--- config.mk ---
export PLATFORM = sky130hd
export DESIGN_NAME = vga_sync
export DESIGN_NICKNAME = d
export VERILOG_FILES = /design/src/rtl/vga_pkg.sv /design/src/rtl/pixel_tick_gen.sv /design/src/rtl/vga_sync.sv
export SDC_FILE = /design/constraint.sdc
export NUM_CORES = 1
export LEC_CHECK = 0
export CAP_MARGIN = 30
export CORE_MARGIN = 5
export CORE_UTILIZATION = 50
export DETAILED_ROUTE_END_ITERATION = 12
export PLACE_DENSITY = 0.85
export SYNTH_ARGS = -nofsm -noshare
export SYNTH_HDL_FRONTEND = slang
export SYNTH_SLANG_ARGS = --single-unit
--- constraint.sdc ---
create_clock -name clk -period 3 [get_ports clk]
set_input_delay 0.3 -clock clk [delete_from_list [all_inputs] [get_ports clk]]
set_output_delay 0.3 -clock clk [all_outputs]
set_load 0.1 [all_outputs]
--- src/rtl/vga_pkg.sv ---
// Shared 640x480@60 Hz timing constants, coordinate type and visible-area helper
// for the FlappyBox display pipeline.
package vga_pkg;

  localparam int unsigned HDisplay = 640;
  localparam int unsigned HFront   = 16;
  localparam int unsigned HSync    = 96;
  localparam int unsigned HBack    = 48;
  localparam int unsigned VDisplay = 480;
  localparam int unsigned VFront   = 10;
  localparam int unsigned VSync    = 2;
  localparam int unsigned VBack    = 33;
  localparam int unsigned ClkDiv   = 4;

  localparam int unsigned HTotal = HDisplay + HFront + HSync + HBack;
  localparam int unsigned VTotal = VDisplay + VFront + VSync + VBack;

  localparam int unsigned CoordW = 10;
  typedef logic [CoordW-1:0] coord_t;

  // Exclusive upper bounds of the visible area, shared with the overlay stages.
  localparam coord_t XVisLimit = coord_t'(HDisplay);
  localparam coord_t YVisLimit = coord_t'(VDisplay);

  function automatic logic in_visible(coord_t px, coord_t py, coord_t w, coord_t h);
    return (px < w) && (py < h);
  endfunction

endpackage

--- src/rtl/pixel_tick_gen.sv ---
// Pixel-rate enable. With VGA_CLKDIV_EN defined a 0..CLK_DIV-1 divider drives p_tick_o;
// otherwise clk_i is already the pixel clock and p_tick_o is constant 1.
module pixel_tick_gen #(
  parameter int unsigned CLK_DIV = vga_pkg::ClkDiv
) (
  input  logic clk_i,
  input  logic reset_ni,
  output logic p_tick_o
);

`ifdef VGA_CLKDIV_EN
  localparam int unsigned DivW = (CLK_DIV > 1) ? $clog2(CLK_DIV) : 1;
  localparam logic [DivW-1:0] DivMax = DivW'(CLK_DIV - 1);

  logic [DivW-1:0] div_cnt_q;

  always_ff @(posedge clk_i) begin
    if (!reset_ni) begin
      div_cnt_q <= '0;
    end else if (div_cnt_q == DivMax) begin
      div_cnt_q <= '0;
    end else begin
      div_cnt_q <= div_cnt_q + DivW'(1);
    end
  end

  assign p_tick_o = (div_cnt_q == DivMax);
`else
  // No divider in this build; clock, reset and ratio are intentionally ignored.
  localparam int unsigned UnusedClkDiv = CLK_DIV;
  logic unused_tick_inputs;
  assign unused_tick_inputs = ^{clk_i, reset_ni};

  assign p_tick_o = 1'b1;
`endif

endmodule

--- src/rtl/vga_sync.sv ---
// 640x480@60 Hz VGA timing: h/v counters, registered active-low syncs, visible flag and
// per-frame tick. Pixel-rate divider enabled by VGA_CLKDIV_EN (see pixel_tick_gen).
module vga_sync
  import vga_pkg::*;
#(
  parameter int unsigned H_DISPLAY = HDisplay,
  parameter int unsigned H_FRONT   = HFront,
  parameter int unsigned H_SYNC    = HSync,
  parameter int unsigned H_BACK    = HBack,
  parameter int unsigned V_DISPLAY = VDisplay,
  parameter int unsigned V_FRONT   = VFront,
  parameter int unsigned V_SYNC    = VSync,
  parameter int unsigned V_BACK    = VBack,
  parameter int unsigned CLK_DIV   = ClkDiv
) (
  input  logic              clk,
  input  logic              reset_n,
  output logic              hsync,
  output logic              vsync,
  output logic              video_on,
  output logic              p_tick,
  output logic              frame_tick,
  output logic [CoordW-1:0] x,
  output logic [CoordW-1:0] y
);

  localparam int unsigned H_TOTAL = H_DISPLAY + H_FRONT + H_SYNC + H_BACK;
  localparam int unsigned V_TOTAL = V_DISPLAY + V_FRONT + V_SYNC + V_BACK;

  localparam coord_t HMax       = coord_t'(H_TOTAL - 1);
  localparam coord_t VMax       = coord_t'(V_TOTAL - 1);
  localparam coord_t HVis       = coord_t'(H_DISPLAY);
  localparam coord_t VVis       = coord_t'(V_DISPLAY);
  localparam coord_t HSyncStart = coord_t'(H_DISPLAY + H_FRONT);
  localparam coord_t HSyncEnd   = coord_t'(H_DISPLAY + H_FRONT + H_SYNC - 1);
  localparam coord_t VSyncStart = coord_t'(V_DISPLAY + V_FRONT);
  localparam coord_t VSyncEnd   = coord_t'(V_DISPLAY + V_FRONT + V_SYNC - 1);

  coord_t h_count_q, h_count_d;
  coord_t v_count_q, v_count_d;
  logic   hsync_q, hsync_d;
  logic   vsync_q, vsync_d;

  pixel_tick_gen #(
    .CLK_DIV (CLK_DIV)
  ) u_pixel_tick_gen (
    .clk_i    (clk),
    .reset_ni (reset_n),
    .p_tick_o (p_tick)
  );

  always_comb begin
    h_count_d = h_count_q;
    v_count_d = v_count_q;
    if (p_tick) begin
      if (h_count_q == HMax) begin
        h_count_d = '0;
        v_count_d = (v_count_q == VMax) ? '0 : v_count_q + coord_t'(1);
      end else begin
        h_count_d = h_count_q + coord_t'(1);
      end
    end
  end

  // Syncs decode the next counts so their edges line up with the x/y update.
  always_comb begin
    hsync_d = !((h_count_d >= HSyncStart) && (h_count_d <= HSyncEnd));
    vsync_d = !((v_count_d >= VSyncStart) && (v_count_d <= VSyncEnd));
  end

  always_ff @(posedge clk) begin
    if (!reset_n) begin
      h_count_q <= '0;
      v_count_q <= '0;
      hsync_q   <= 1'b1;
      vsync_q   <= 1'b1;
    end else begin
      h_count_q <= h_count_d;
      v_count_q <= v_count_d;
      hsync_q   <= hsync_d;
      vsync_q   <= vsync_d;
    end
  end

  assign x          = h_count_q;
  assign y          = v_count_q;
  assign hsync      = hsync_q;
  assign vsync      = vsync_q;
  assign video_on   = in_visible(h_count_q, v_count_q, HVis, VVis);
  assign frame_tick = p_tick && (h_count_q == HMax) && (v_count_q == VMax);

endmodule

==> flow_summary_export.csv <==
group,metric,value,unit
setup_path,startpoint_type,"flip-flop",
clocking,clock_latency,0.31,ns
sta,tightest_slew,0.9783,ns
setup_path,crit_start,"x[0]",
drt,totalWireLength,2858,um
synthesis,syn_area_per_cell,8.433,um2
cells_and_area,area_delta_synth_final,19.49,%
drt,drc,0,
cells_and_area,final_common_cell,"dfxtp_1",
sta,holdWs,0.5289,ns
run,drv_cap,0,
cells_and_area,diodes,0,
drt,via_per_inst,5.787,
global_routing,antenna_found_initial,0,
global_routing,grt_util_all_layers,0.1703,
setup_path,reg2regPathDepth,6,
setup_path,path_cells,"ha_1 > and4_1 > nand3_1 > nor2_4 > buf_12",
sta,rsz0062_at_grt,"no",
sta,fin_crit_sh,0.8648,
setup_path,critPathArrivalTime,2.29,ns
clocking,clock_path_buffers,2,
clocking,cts_setup_buffers,0,
pwr,finalPower,534.9,uW
setup_path,r2r-start,"x[0]",
place,dp_slack,0.5401,ns
sta,tns,0,ns
drt,first_pass_iters,5,
synthesis,yosysUniqueCellTypes,43,
clocking,path_clk_slew,0.11,ns
place,gp_congestion,0.8499,
synthesis,yosys_warnings,0,
die,fp.dieW,60.30,um
place,dpl.hpwl,2174,um
clocking,cts_root_buffer,"clkbuf_4",
global_routing,grt_max_degree,14,
global_routing,grt.overflow.total,0,
setup_path,worst-setup-path-type,"flip-flop to output pin",
setup_path,crit_buf_inv,1,
synthesis,yosysSeqAreaShare,0.3482,
die,die-area,0.003636,mm2
clocking,cts_tree,"built",
sta,drv_slew,0,
die,fp.coreArea,0.002455,mm2
synthesis,netlist_area,0.001265,mm2
setup_path,cp_max_fo,9,
drt,drtAntennaViolNets,0,
synthesis,synth_top_area_cell,"dfxtp_1",
cells_and_area,design_area,0.001511,mm2
sta,setup_slack,0.4055,ns
clocking,cts.sinks,22,
place,portBuffers,25,
die,initial_core_util,0.5153,
clocking,cts_resized,0,
sta,min_period,2.594,ns
drt,wl_per_cell,14.15,um
setup_path,crit_family,"simple AND/OR/NAND/NOR gates",
cells_and_area,fillCellCount,212,
pwr,power.leakage,0.5566,nW
global_routing,grt_pass1_vias,1102,
setup_path,cp.required,2.70,ns
die,die_h,60.30,um
setup_path,end_kind,"output pin",
pwr,p_per_area,353.9,mW/mm2
die,ioPinCount,27,
place,dpl_cell_area,0.001475,mm2
synthesis,syn-num-nets,156,
clocking,holdBufCountCts,0,
min_path,holdCritPathClass,"flip-flop to flip-flop",
cells_and_area,finish.net_count,179,
sta,finalHoldViolCount,0,
sta,max_freq,385.4,MHz
drt,drtIter0Drc,43,
clocking,cts_buffers,3,
synthesis,synth-seq-cells,22,
synthesis,synth_area_leaders,"dfxtp_1, xnor2_1, nor2_1, xor2_1, ha_1",
pwr,max-vdd-ir-drop,0.3143,mV
cells_and_area,layout_common_cells,"dfxtp_1, buf_4, nor2_1",
setup_path,slowest_delay,0.46,ns
die,rows,18,
min_path,hold_path_startpoint,"x[0]",
synthesis,synth_top_area_frac,0.3482,
sta,maxSlewHeadroom,0.3457,
sta,skew,0.01539,ns
cells_and_area,drive_gt1_frac,0.1977,
setup_path,cp_num_cells,5,
min_path,whs_path_depth,1,
global_routing,grt_pass1_wl,4767,um
drt,vias,1169,
clocking,htree_levels,1,
setup_path,critPathSlowestCell,"dfxtp_1",
synthesis,syn-instance-count,150,
outcome,outcome,"finished clean",
sta,setup_viol_count_final,0,
kinds of logic after synthesis:
family | after synthesis | synth area share
other | 1 | 0.002965
muxes | 1 | 0.007913
AOI/OAI and AO/OA | 16 | 0.08901
buffers and inverters | 13 | 0.05142
xor gates and xnor gates | 17 | 0.1177
DFF | 22 | 0.3482
and+or+nand+nor | 76 | 0.3432
adders and majority gates | 4 | 0.03957
state kept, by name (all words and copies together) (netlist names):
| name | flops |
|---|---|
| hsync | 1 |
| vsync | 1 |
| x | 10 |
| y | 10 |
where the power goes:
| part | leakage, nW | internal [mW] | switching (mW) |
|---|---|---|---|
| Combinational | 0.358 | 0.0145 | 0.0527 |
| Clock | 0.0210 | 0.0741 | 0.0877 |
| Sequential | 0.178 | 0.297 | 0.00908 |
layout make-up:
class,count,area [um2],share of cell area
well taps,30,37.54,0.02483
multi-input cells,115,767.0,0.5075
inverters,6,22.52,0.01490
clock buffers,4,36.28,0.02401
flip-flops and latches,22,440.4,0.2914
repair buffers,25,207.7,0.1374
worst paths after layout:
| path | end | slack, ns |
|---|---|---|
| min | x[0] | 0.53 |
| max | frame_tick | 0.41 |
| max reg2reg | vsync | 0.53 |
| min reg2reg | x[0] | 0.53 |
per-stage QoR:
| stage | utilization | std cells |
|---|---|---|
| after global placement | 0.6009 | 198 |
| after detailed placement | 0.6009 | 198 |
| after CTS | 0.6157 | 202 |
| final | 0.6157 | 202 |
| after global routing | 0.6157 | 202 |
| after floorplan | - | 150 |
cells in the mapped netlist (all sizes together):
| cell | instances |
|---|---|
| buf | 4 |
| and4 | 3 |
| o32ai | 1 |
| nand3b | 1 |
| and4b | 1 |
| or3 | 2 |
| inv | 6 |
| o21ai | 6 |
| and3b | 2 |
| nor3b | 1 |
| o311a | 1 |
| a2111oi | 1 |
| nor4b | 1 |
| nand2 | 11 |
| nor2b | 2 |
| nand2b | 1 |
| a21oi | 3 |
| nand3 | 9 |
| nor3 | 3 |
| clkbuf | 3 |
| nand4bb | 1 |
| a31oi | 2 |
| nor2 | 20 |
| ha | 4 |
| xnor2 | 10 |
| conb | 1 |
| o221ai | 1 |
| mux2i | 1 |
| and2 | 3 |
| or4b | 1 |
| xor2 | 7 |
| and3 | 3 |
| o2111ai | 1 |
| nand4b | 1 |
| nand4 | 6 |
| dfxtp | 22 |
| nor4 | 4 |
routing by layer:
layer	routed length, um	vias to the layer above	GRT usage
met1	1182	536	0.2029
met4	64	0	0.08544
li1	-	573	-
met3	227	8	0.03456
met5	0	-	0
met2	1384	52	0.2886
(Power assumes the default switching activity.)
